==> src/rtl/joy_nway_arbiter.sv <==
// Per-player 8-way joystick resolver: synchronise, debounce, optional 90-degree
// rotation, then resolve opposite-direction conflicts in last-wins, neutral or 4-way mode.
module joy_nway_arbiter #(
    parameter int unsigned NPLAYERS   = 2,
    parameter int unsigned DEB_CYCLES = 4,
    parameter int unsigned DEB_W      = 8
) (
    input  logic                    clk,
    input  logic                    I_RESETn,
    input  logic [4*NPLAYERS-1:0]   I_DIR,
    input  logic                    I_ROT,
    input  logic [1:0]              I_MODE,
    output logic [4*NPLAYERS-1:0]   O_DIR,
    output logic [NPLAYERS-1:0]     O_CHG
);

    localparam int unsigned NBITS    = 4 * NPLAYERS;
    localparam int unsigned DEB_EFF  = (DEB_CYCLES < 1) ? 1 : DEB_CYCLES;
    localparam logic [DEB_W-1:0] CNT_TERM = DEB_W'(DEB_EFF - 1);

    localparam logic [1:0] MODE_LAST    = 2'b00;
    localparam logic [1:0] MODE_NEUTRAL = 2'b01;
    localparam logic [1:0] MODE_4WAY    = 2'b10;

    // last_axis encoding: 1 = vertical pair was pressed most recently
    localparam logic AXIS_H = 1'b0;
    localparam logic AXIS_V = 1'b1;

    // Bit positions inside a player nibble {U,D,L,R}
    localparam int unsigned BIT_R = 0;
    localparam int unsigned BIT_L = 1;
    localparam int unsigned BIT_D = 2;
    localparam int unsigned BIT_U = 3;

    logic [NBITS-1:0]            sync1;
    logic [NBITS-1:0]            sync2;
    logic [NBITS-1:0]            filt;
    logic [NBITS-1:0][DEB_W-1:0] cnt;
    logic [NBITS-1:0]            rot_c;
    logic [NBITS-1:0]            rot_prev;
    logic [NBITS-1:0]            res_c;
    logic [NPLAYERS-1:0]         chg_c;
    logic [1:0]                  mode_eff_c;

    // Two-flop synchroniser for the asynchronous direction inputs
    always_ff @(posedge clk or negedge I_RESETn) begin
        if (!I_RESETn) begin
            sync1 <= '0;
            sync2 <= '0;
        end else begin
            sync1 <= I_DIR;
            sync2 <= sync1;
        end
    end

    // Per-bit debounce: filtered bit follows sync2 only after DEB_EFF disagreeing cycles
    always_ff @(posedge clk or negedge I_RESETn) begin
        if (!I_RESETn) begin
            filt <= '0;
            cnt  <= '0;
        end else begin
            for (int i = 0; i < int'(NBITS); i++) begin
                if (sync2[i] == filt[i]) begin
                    cnt[i] <= '0;
                end else if (cnt[i] >= CNT_TERM) begin
                    filt[i] <= sync2[i];
                    cnt[i]  <= '0;
                end else begin
                    cnt[i] <= cnt[i] + DEB_W'(1);
                end
            end
        end
    end

    always_comb begin
        mode_eff_c = I_MODE;
        if (I_MODE == 2'b11) begin
            mode_eff_c = MODE_LAST;
        end
    end

    // Previous rotated value, used to detect new presses
    always_ff @(posedge clk or negedge I_RESETn) begin
        if (!I_RESETn) begin
            rot_prev <= '0;
        end else begin
            rot_prev <= rot_c;
        end
    end

    for (genvar p = 0; p < int'(NPLAYERS); p++) begin : g_player
        logic [3:0] f_d;
        logic [3:0] rot_d;
        logic [3:0] new_d;
        logic [3:0] res_d;
        logic [1:0] pair_h;
        logic [1:0] pair_v;
        logic [1:0] last_h;
        logic [1:0] last_v;
        logic [1:0] last_h_nxt;
        logic [1:0] last_v_nxt;
        logic       last_axis;
        logic       last_axis_nxt;

        assign f_d = filt[4*p +: 4];

        // Horizontal orientation maps L->U, R->D, D->L, U->R
        always_comb begin
            rot_d = f_d;
            if (I_ROT) begin
                rot_d[BIT_U] = f_d[BIT_L];
                rot_d[BIT_D] = f_d[BIT_R];
                rot_d[BIT_L] = f_d[BIT_D];
                rot_d[BIT_R] = f_d[BIT_U];
            end
        end

        assign rot_c[4*p +: 4] = rot_d;
        assign new_d           = rot_d & ~rot_prev[4*p +: 4];

        // Press history; L/U override R/D, and vertical overrides horizontal, on a tie
        always_comb begin
            last_h_nxt    = last_h;
            last_v_nxt    = last_v;
            last_axis_nxt = last_axis;
            if (new_d[BIT_R]) last_h_nxt = 2'b01;
            if (new_d[BIT_L]) last_h_nxt = 2'b10;
            if (new_d[BIT_D]) last_v_nxt = 2'b01;
            if (new_d[BIT_U]) last_v_nxt = 2'b10;
            if (new_d[BIT_L] || new_d[BIT_R]) last_axis_nxt = AXIS_H;
            if (new_d[BIT_U] || new_d[BIT_D]) last_axis_nxt = AXIS_V;
        end

        always_ff @(posedge clk or negedge I_RESETn) begin
            if (!I_RESETn) begin
                last_h    <= 2'b00;
                last_v    <= 2'b00;
                last_axis <= AXIS_V;
            end else begin
                last_h    <= last_h_nxt;
                last_v    <= last_v_nxt;
                last_axis <= last_axis_nxt;
            end
        end

        // Conflict resolution on the opposite-direction pairs
        always_comb begin
            pair_h = rot_d[1:0];
            pair_v = rot_d[3:2];
            if (&pair_h) begin
                pair_h = (mode_eff_c == MODE_NEUTRAL) ? 2'b00 : last_h_nxt;
            end
            if (&pair_v) begin
                pair_v = (mode_eff_c == MODE_NEUTRAL) ? 2'b00 : last_v_nxt;
            end
            if ((mode_eff_c == MODE_4WAY) && (|pair_h) && (|pair_v)) begin
                if (last_axis_nxt == AXIS_V) begin
                    pair_h = 2'b00;
                end else begin
                    pair_v = 2'b00;
                end
            end
            res_d = {pair_v, pair_h};
        end

        assign res_c[4*p +: 4] = res_d;
        assign chg_c[p]        = (res_d != O_DIR[4*p +: 4]);
    end

    always_ff @(posedge clk or negedge I_RESETn) begin
        if (!I_RESETn) begin
            O_DIR <= '0;
            O_CHG <= '0;
        end else begin
            O_DIR <= res_c;
            O_CHG <= chg_c;
        end
    end

endmodule

==> config.mk <==
export PLATFORM = sky130hd
export DESIGN_NAME = joy_nway_arbiter
export DESIGN_NICKNAME = d
export VERILOG_FILES = /design/src/rtl/joy_nway_arbiter.sv
export SDC_FILE = /design/constraint.sdc
export NUM_CORES = 1
export LEC_CHECK = 0
export BUFFER_PORTS_ARGS = -buffer_cell sky130_fd_sc_hd__clkbuf_2
export CAP_MARGIN = 20
export CORE_UTILIZATION = 56
export CTS_BUF_LIST = sky130_fd_sc_hd__clkbuf_2 sky130_fd_sc_hd__clkbuf_4 sky130_fd_sc_hd__clkbuf_8
export CTS_CLUSTER_DIAMETER = 150
export DETAILED_ROUTE_END_ITERATION = 12
export GPL_ROUTABILITY_DRIVEN = 0
export PLACE_DENSITY = 0.87
export SLEW_MARGIN = 10
export SYNTH_ARGS = -nofsm -noshare
export SYNTH_HDL_FRONTEND = slang
export SYNTH_SLANG_ARGS = --single-unit
==> constraint.sdc <==
create_clock -name clk -period 2 [get_ports clk]
set_input_delay 0.1 -clock clk [delete_from_list [all_inputs] [get_ports clk]]
set_output_delay 0.1 -clock clk [all_outputs]
set_load 0.1 [all_outputs]
==> results.yml, run 1 <==
status:
  status: "finished, final reports clean"
yosys:
  synth_top_family_by_area: "simple AND/OR/NAND/NOR gates"
  synthArstFlopShare_pct: 100
  muxShareOfSynthArea_pct: 4.26
  synth_area_per_cell_um2: 14.0
  synth_adder_area_share_pct: 2.43
  yosysUniqueCellTypes: 44
  ys.flop_type: "dfrtp_1"
  synth_xor_xnor_area_share_pct: 2.55
  synth-edff-count: 0
  yosysSeqAreaShare_pct: 70.6
  syn_inst: 295
  netlist_area_um2: 4120
  synth_compound_area_share_pct: 6.78
  synthSimpleGateAreaFrac_pct: 12.1
  ys_warn_count: 0
  ys_ff_latch: 116
cts:
  path_clk_slew_ns: 0.07
  clkSinkCount: 116
  cts-root-buf: "clkbuf_8"
  cts_tree: "done"
  insertion_delay_ns: 0.43
  numCtsBuffers: 17
  htreeDepth: 4
  cts_max_path_buffers: 2
cells_and_area:
  finalInstanceArea_um2: 5320
  diodes: 0
  drive_above_1_share_pct: 26.2
  final_cells: 520
  area_growth_pct: 29.3
  num-nets-final: 435
die:
  die_area_um2: 7700
  dieHeight_um: 87.7
  initial_core_util_pct: 59.3
  core.rowCount: 30
  die_w_um: 87.7
  core_um2: 6940
  ios: 23
worst_setup_path:
  cp_max_fo: 3
  crit_path_start: "cnt[40]$_DFF_PN0_"
  cp.arrival_ns: 2.27
  worst_r2r_endpoint: "filt[5]$_DFFE_PN0P_"
  reg2regPathDepth: 5
  cp-endpoint: "filt[5]$_DFFE_PN0P_"
  critPathCaptureType: "register"
  path_class: "register to register"
  start_kind: "register"
  timing.rr.start: "cnt[40]$_DFF_PN0_"
  r2r_slack_ns: 0.03
  required_ns: 2.30
grt:
  grt_pass1_vias: 2815
  grt_remaining_overflow: 0
  antenna_found_initial: 0
  grt_pass1_wl_um: 13000
  grt_start_max_net_pins: 52
  track_usage_pct: 23.4
place:
  hpwlAfterDp_um: 4830
  dp.cells: 480
  dpl_cell_area_um2: 4690
  port_buffers: 22
  place_ws_ns: -0.00972
min_path:
  min_path_cells: 3
  min-delay-path-class: "input port to register"
pwr:
  p_per_area_nw_per_um2: 1050
  p_leak_nw: 2.54
  ir_worst_vdd_uv: 625
  p_total_mw: 5.59
sta:
  drv_slew: 0
  setup_ws_ns: 0.0314
  hold_viol: 0
  hold_ws_ns: 0.199
  fmax_mhz: 508
  fin_crit_sh_pct: 98.4
  setup_viol_count_final: 0
  period_needed_ns: 1.97
  worstMarginPinSlew_ns: 0.624
  relSlewSlack_pct: 58.4
  clock_skew_ns: 0.00784
route:
  drtAntennaViolNets: 0
  via_per_inst: 5.25
  wire_per_inst_um: 15.7
  num_vias: 2730
  drc: 0
  wirelength_um: 8160
  drt_iter0_markers: 161
  firstDrtPassIters: 4
flow_run:
  drv_cap: 0
repair_timing:
item                                   4_1_cts  5_1_grt
setup buffers                                0        2
hold buffers                                 9        0
pin swaps                                    0        5
endpoints found under the hold margin       56        0
gates resized for setup                      3       18
setup endpoints to repair                    3        4
power by group:
part / internal [mW] / total [mW] / switching [mW] / leakage [nW]
sequential: 2.50 / 2.61 / 0.107 / 1.38
combinational: 0.205 / 0.653 / 0.447 / 0.945
clock: 1.43 / 2.32 / 0.891 / 0.213
total: 4.14 / 5.59 / 1.45 / 2.54
flip-flops by register name (all words and copies together) (netlist names):
name / count
filt: 8
sync2: 8
O_DIR: 8
g_player.last_v: 4
rot_prev: 8
O_CHG: 2
g_player.last_h: 4
sync1: 8
g_player.last_axis: 2
cnt: 64
worst min-delay path by stage:
stage / from / endpoint / slack (ns)
2_1_floorplan: I_RESETn / O_CHG[0]$_DFF_PN0_ / -0.20
6_report: I_ROT / rot_prev[1]$_DFF_PN0_ / 0.20
3_5_place_dp: I_RESETn / cnt[19]$_DFF_PN0_ / 0.16
3_3_place_gp: I_RESETn / sync1[2]$_DFF_PN0_ / 0.15
5_1_grt: I_ROT / rot_prev[1]$_DFF_PN0_ / 0.20
4_1_cts: I_ROT / rot_prev[1]$_DFF_PN0_ / 0.15
cell families (layout without fill, tap and decap cells):
kind of cell,count (synthesis),count (layout)
xor+xnor,12,12
simple gates,90,90
compound gates,41,41
other cells,1,48
fa+ha+maj,8,8
flops,116,116
mux,16,16
buf+inv,11,93
layout make-up:
type                    count  area [µm²]
flip-flops and latches    116        2910
fillers                   400        1620
multi-input cells         215        1440
repair buffers             54         388
clock buffers              20         275
clock inverters             9         154
well taps                  96         120
inverters                  10        37.5
worst max-delay path, stage by stage (launching register included):
cell	delay, ns
dfrtp_1	0.39
ha_2	0.19
or4_4	0.54
nor4_4	0.25
buf_4	0.16
mux2_2	0.32
cell usage in the layout (no fill, tap or decap), types with 3 or more instances in the layout:
master and n:
a211oi_1 5, a21o_1 3, a21oi_1 9, and3_1 8, buf_4 23, bufinv_16 4, clkbuf_2 21, clkbuf_8 20
conb_1 48, dfrtp_1 110, dfrtp_2 4, dlygate4sd3_1 9, ha_1 7, inv_1 5, inv_2 5, mux2_2 9
mux2i_1 3, mux2i_2 4, nand2_1 14, nand2b_1 8, nor2_1 23, nor2b_1 3, nor3_1 3, nor4_1 5
o21ai_0 10, or4_1 7, xnor2_1 4, xor2_1 8
through the flow:
stage | utilization [%] | TNS (ns)
after floorplan | - | 0
after global placement | 67.5 | 0
after detailed placement | 67.5 | -0.00972
after CTS | 75.3 | 0
after global routing | 76.6 | -0.117
final | 76.6 | 0
layer usage:
layer / global-route usage [%] / wire, µm
met4: 15.4 / 359
met1: 27.6 / 3220
met5: 0 / 0
met3: 7.16 / 318
met2: 37.4 / 4260
synth_stat cells, types with 3 or more instances:
master | number | area (µm²)
inv_2 | 5 | 18.8
nand2_1 | 14 | 52.6
dfrtp_1 | 114 | 2850
xnor2_1 | 4 | 35.0
a21o_1 | 3 | 22.5
nor3_1 | 4 | 20.0
nand2b_1 | 8 | 50.1
a21oi_1 | 9 | 45.0
nor4_1 | 8 | 50.1
or4_1 | 9 | 67.6
a211oi_1 | 5 | 37.5
nor2_1 | 24 | 90.1
mux2_2 | 9 | 101
ha_1 | 8 | 100
nor2b_1 | 3 | 18.8
inv_1 | 5 | 18.8
mux2i_1 | 6 | 60.1
o21ai_0 | 11 | 55.1
xor2_1 | 8 | 70.1
and3_1 | 8 | 50.1
Power figures use the tool's default switching activity.
==> run 2, diff against run 1 <==
CELL_PAD_IN_SITES_DETAIL_PLACEMENT = 1   (was default)
CELL_PAD_IN_SITES_GLOBAL_PLACEMENT = 1   (was default)
CORE_UTILIZATION = 47   (was 56)
==> run 2 against run 1 <==
Net effect: the flow now finishes with violations (setup timing); sequential power about the same; via count increased by 6.2%; routed wire length increased by 47%; critical path depth increased by 2; global-route usage increased by 3.3 points; final area increased by 2.9%; maximum frequency decreased by 4.5%; critical endpoint is now O_CHG[0]$_DFF_PN0_; largest power group unchanged.
==> results.yml, run 2 (same netlist as run 1, synthesis figures left out) <==
route:
  num_vias: 2900
  wire_per_inst_um: 22.1
  via_per_inst: 5.35
  drtAntennaViolNets: 0
  drt_iter0_markers: 136
  wirelength_um: 12000
  firstDrtPassIters: 4
  drc: 0
cts:
  htreeDepth: 4
  numCtsBuffers: 17
  cts_tree: "done"
  clkSinkCount: 116
  path_clk_slew_ns: 0.08
  cts_max_path_buffers: 2
  insertion_delay_ns: 0.44
  cts-root-buf: "clkbuf_8"
sta:
  fin_crit_sh_pct: 103
  clock_skew_ns: 0.00995
  rsz0062_at_grt: "yes"
  setup_ws_ns: -0.0608
  tns_ns: -0.0608
  setup_viol_count_final: 1
  worstMarginPinSlew_ns: 0.595
  period_needed_ns: 2.06
  fmax_mhz: 485
  relSlewSlack_pct: 60.2
  drv_slew: 0
  hold_viol: 0
grt:
  grt_pass1_wl_um: 16900
  track_usage_pct: 26.7
  grt_start_max_net_pins: 50
  antenna_found_initial: 0
  grtUsageMet1_pct: 30.9
  grt_remaining_overflow: 0
  grt_pass1_vias: 3181
  met3_usage_pct: 8.05
  busiest_layer: "met2"
  gr-usage-met2_pct: 45.3
pwr:
  p_total_mw: 5.51
  p_per_area_nw_per_um2: 1010
  p_leak_nw: 2.57
  ir_worst_vdd_uv: 834
cells_and_area:
  drive_above_1_share_pct: 32.3
  final_cells: 542
  num-nets-final: 445
  top_register: "cnt"
  area_growth_pct: 33.0
  diodes: 0
  finalInstanceArea_um2: 5480
  largest_reg_flops: 64
  layout_commonest_cell: "dfrtp_1"
  final_cell_mix: "105 x dfrtp_1, 48 x conb_1, 33 x buf_4"
worst_setup_path:
  cp.arrival_ns: 2.38
  required_ns: 2.32
  start_kind: "register"
  path_class: "register to register"
  critPathCaptureType: "register"
  cp_max_fo: 6
status:
  status: "complete, but fails checks"
  failed_checks: "setup timing"
die:
  initial_core_util_pct: 49.4
  die_area_um2: 9140
  core.rowCount: 33
  die_w_um: 95.6
  core_um2: 8340
  dieHeight_um: 95.6
  ios: 23
place:
  hpwlAfterDp_um: 6190
  dp.cells: 489
  dpl_cell_area_um2: 4700
  place_ws_ns: -0.123
  port_buffers: 22
flow_run:
  drv_cap: 0
min_path:
  min-delay-path-class: "input port to async pin"
run 2: final timing paths:
check | slack (ns) | endpoint | startpoint | cells after the start
min in group clk | 0.27 | O_DIR[2]$_DFF_PN0_ | I_MODE[0] | 4
worst min-delay path | 0.21 | g_player[0].last_h[1]$_DFF_PN0_ | I_RESETn | 2
worst max-delay path | -0.06 | O_CHG[0]$_DFF_PN0_ | filt[2]$_DFFE_PN0P_ | 7
max in group asynchronous | 1.07 | g_player[0].last_axis$_DFF_PN1_ | I_RESETn | 3
worst max register to register | -0.06 | O_CHG[0]$_DFF_PN0_ | filt[2]$_DFFE_PN0P_ | 7
worst min register to register | 0.35 | sync2[2]$_DFF_PN0_ | sync1[2]$_DFF_PN0_ | 0
run 2: layout make-up:
class                      count  area [µm²]
sequential                   116        2920
fill                         818        2870
multi-input combinational    215        1550
timing repair buffer          64         463
clock buffer                  17         234
clock inverter                15         146
tap                          105         131
inverter                      10        37.5
run 2: what timing repair did:
item,CTS,global route
pin swaps,1,5
buffers inserted,2,10
endpoints found under the hold margin,50,0
resized for setup,13,34
setup endpoints to repair,6,5
hold buffers,9,0
run 2: through the flow:
stage / util [%] / hold WS [ns]
4_1_cts: 62.9 / 0.177
5_1_grt: 65.6 / 0.259
2_1_floorplan: - / -0.196
3_3_place_gp: 56.3 / 0.120
6_report: 65.6 / 0.214
3_5_place_dp: 56.3 / 0.136
run 2: critical path, stage by stage (launching register included):
cell and delay [ns]:
dfrtp_2 0.46, mux2i_2 0.28, buf_4 0.21, a31oi_1 0.07, nor2_2 0.28, and4b_1 0.30, o21bai_4 0.09, a22o_1 0.24
run 2: per-layer routing:
layer,share of wire [%],vias to the layer above
met5,0,-
li1,-,1255
met4,3.5,0
met1,38,1523
met2,54,83
met3,4.2,39
run 2: power by group:
group	internal (mW)	switching, mW
Sequential	2.50	0.134
Clock	1.01	1.10
Combinational	0.247	0.513
==> run 3, diff against run 2 <==
PLACE_DENSITY = default   (was 0.87)
PLACE_DENSITY_LB_ADDON = 0.2   (was default)
==> run 3 against run 2 <==
Net effect: the flow now finishes without violations; sequential cell count is the same; highest routed layer unchanged; register-to-register slack gained 0.07 ns; non-clock buffer count shrank 1; final cell count shrank 0.18%; via count shrank 5.2%; critical path depth shrank 1; sequential power is essentially flat; clock power grew 3%; utilization shrank 0.99 points.
==> results.yml, run 3 (same netlist as run 1, synthesis figures left out) <==
route:
  via_per_inst: 5.08
  drtAntennaViolNets: 0
  drt_iter0_markers: 107
  num_vias: 2748
  firstDrtPassIters: 4
  wire_per_inst_um: 17.7
  drc: 0
  wirelength_um: 9600
cts:
  clkSinkCount: 116
  cts_tree: "done"
  path_clk_slew_ns: 0.07
  insertion_delay_ns: 0.43
  cts-root-buf: "clkbuf_8"
  cts_max_path_buffers: 2
  htreeDepth: 4
  numCtsBuffers: 17
grt:
  grt_remaining_overflow: 0
  grt_pass1_vias: 3040
  antenna_found_initial: 0
  grt_pass1_wl_um: 15000
  track_usage_pct: 23.0
  grt_start_max_net_pins: 45
cells_and_area:
  num-nets-final: 444
  area_growth_pct: 31.0
  diodes: 0
  top_register: "cnt"
  drive_above_1_share_pct: 28.4
  fillCellCount: 830
  largest_reg_flops: 64
  final_cell_mix: "109 x dfrtp_1, 48 x conb_1, 32 x buf_4"
  layout_commonest_cell: "dfrtp_1"
die:
  core_um2: 8340
  initial_core_util_pct: 49.4
  dieHeight_um: 95.6
  core.rowCount: 33
  die_w_um: 95.6
  ios: 23
  die_area_um2: 9140
pwr:
  p_leak_nw: 2.57
  pwr-share-comb_pct: 12.7
  p_sw_share_pct: 28.0
  ir_worst_vdd_uv: 532
  cell_internal_pwr_mw: 3.95
  p_per_area_nw_per_um2: 1020
  p_seq_share_pct: 47.6
  pwr-share-clk_pct: 39.7
  p_sw_mw: 1.54
worst_setup_path:
  cp.arrival_ns: 2.31
  path_buf_inv: 0
  critical_path.top_delay_family: "compound AO/OA/AOI/OAI gates"
  cpPeakStageDelay_ns: 0.44
  path_class: "register to register"
  critPathCaptureType: "register"
  cp_max_fo: 4
  path_cells: "mux2_2 > nor2b_1 > a311o_1 > nor3b_4 > o21bai_1 > a22o_1"
  start_kind: "register"
  required_ns: 2.32
  slowest_stage: "dfrtp_1"
sta:
  rsz0062_at_grt: "yes"
  hold_viol: 0
  setup_viol_count_final: 0
  tns_ns: 0
  worstMarginPinSlew_ns: 0.580
  period_needed_ns: 1.99
  relSlewSlack_pct: 60.9
  fin_crit_sh_pct: 99.6
  hold_ws_ns: 0.204
  clock_skew_ns: 0.0113
  fmax_mhz: 502
  drv_slew: 0
status:
  status: "finished, final reports clean"
flow_run:
  drv_cap: 0
place:
  port_buffers: 22
  hpwlAfterDp_um: 5670
min_path:
  min-delay-path-class: "input port to async pin"
==> run 3: changes by cell type in the layout (fill, tap and decap cells not counted), moves of 3 or more <==
cell / previous run / this run
clkbuf_8: 17 / 20
dfrtp_1: 105 / 109
dfrtp_2: 9 / 5
inv_6: 6 / 1
nor2_1: 21 / 24
==> run 3: path summary, 6_finish.rpt <==
check	depth (start not counted)	slack, ns	startpoint	endpoint
setup / recovery	6	0.007	filt[3]$_DFFE_PN0P_	O_CHG[0]$_DFF_PN0_
hold / removal	2	0.20	I_RESETn	cnt[12]$_DFF_PN0_
setup reg to reg	6	0.007	filt[3]$_DFFE_PN0P_	O_CHG[0]$_DFF_PN0_
hold reg to reg	0	0.35	sync1[0]$_DFF_PN0_	sync2[0]$_DFF_PN0_
max in group asynchronous	3	1.09	I_RESETn	filt[7]$_DFFE_PN0P_
min in group clk	4	0.24	I_MODE[0]	O_DIR[2]$_DFF_PN0_
==> run 3: metrics by stage <==
| stage | power, mW | setup slack (ns) | cells | cell area [µm²] | utilization [%] |
|---|---|---|---|---|---|
| floorplan | 3.04 | 0.145 | 342 | 4290 | - |
| global placement | 3.22 | 0.0829 | 490 | 4700 | 56.4 |
| detailed placement | 3.25 | -0.0874 | 490 | 4700 | 56.4 |
| CTS | 5.49 | 0.00627 | 537 | 5300 | 63.5 |
| global route | 5.72 | -0.165 | 541 | 5390 | 64.7 |
| finish | 5.49 | 0.00711 | 541 | 5390 | 64.7 |
==> run 3: per-layer routing <==
metal  global-route usage [%]  wire length (µm)
met5                        0                 0
met1                     26.9              3870
met3                     6.14               253
met4                     9.70               283
met2                     40.0              5190
==> run 3: layout make-up <==
cell class	instances	area, µm²	share of cell area, %
timing repair buffer	63	455	8.45
inverter	10	37.5	0.696
multi-input combinational	215	1450	26.8
sequential	116	2910	54.0
tap	105	131	2.44
clock inverter	11	126	2.34
clock buffer	21	283	5.24
==> run 3: power groups by stage <==
stage                     Combinational, mW  Sequential (mW)  Clock [mW]
final                                 0.695             2.61        2.18
after global routing                  0.753             2.63        2.34
after CTS                             0.655             2.60        2.23
after detailed placement              0.607             2.64           0
after global placement                0.588             2.63           0
after floorplan                       0.238             2.80           0
==> run 3: timing repair <==
action                                  CTS  global route
pin swaps                                 2             4
hold endpoints to repair                 47             0
hold buffers                              9             0
gates resized for setup                  11            10
setup buffers                             6             4
endpoints found under the setup margin    2             6
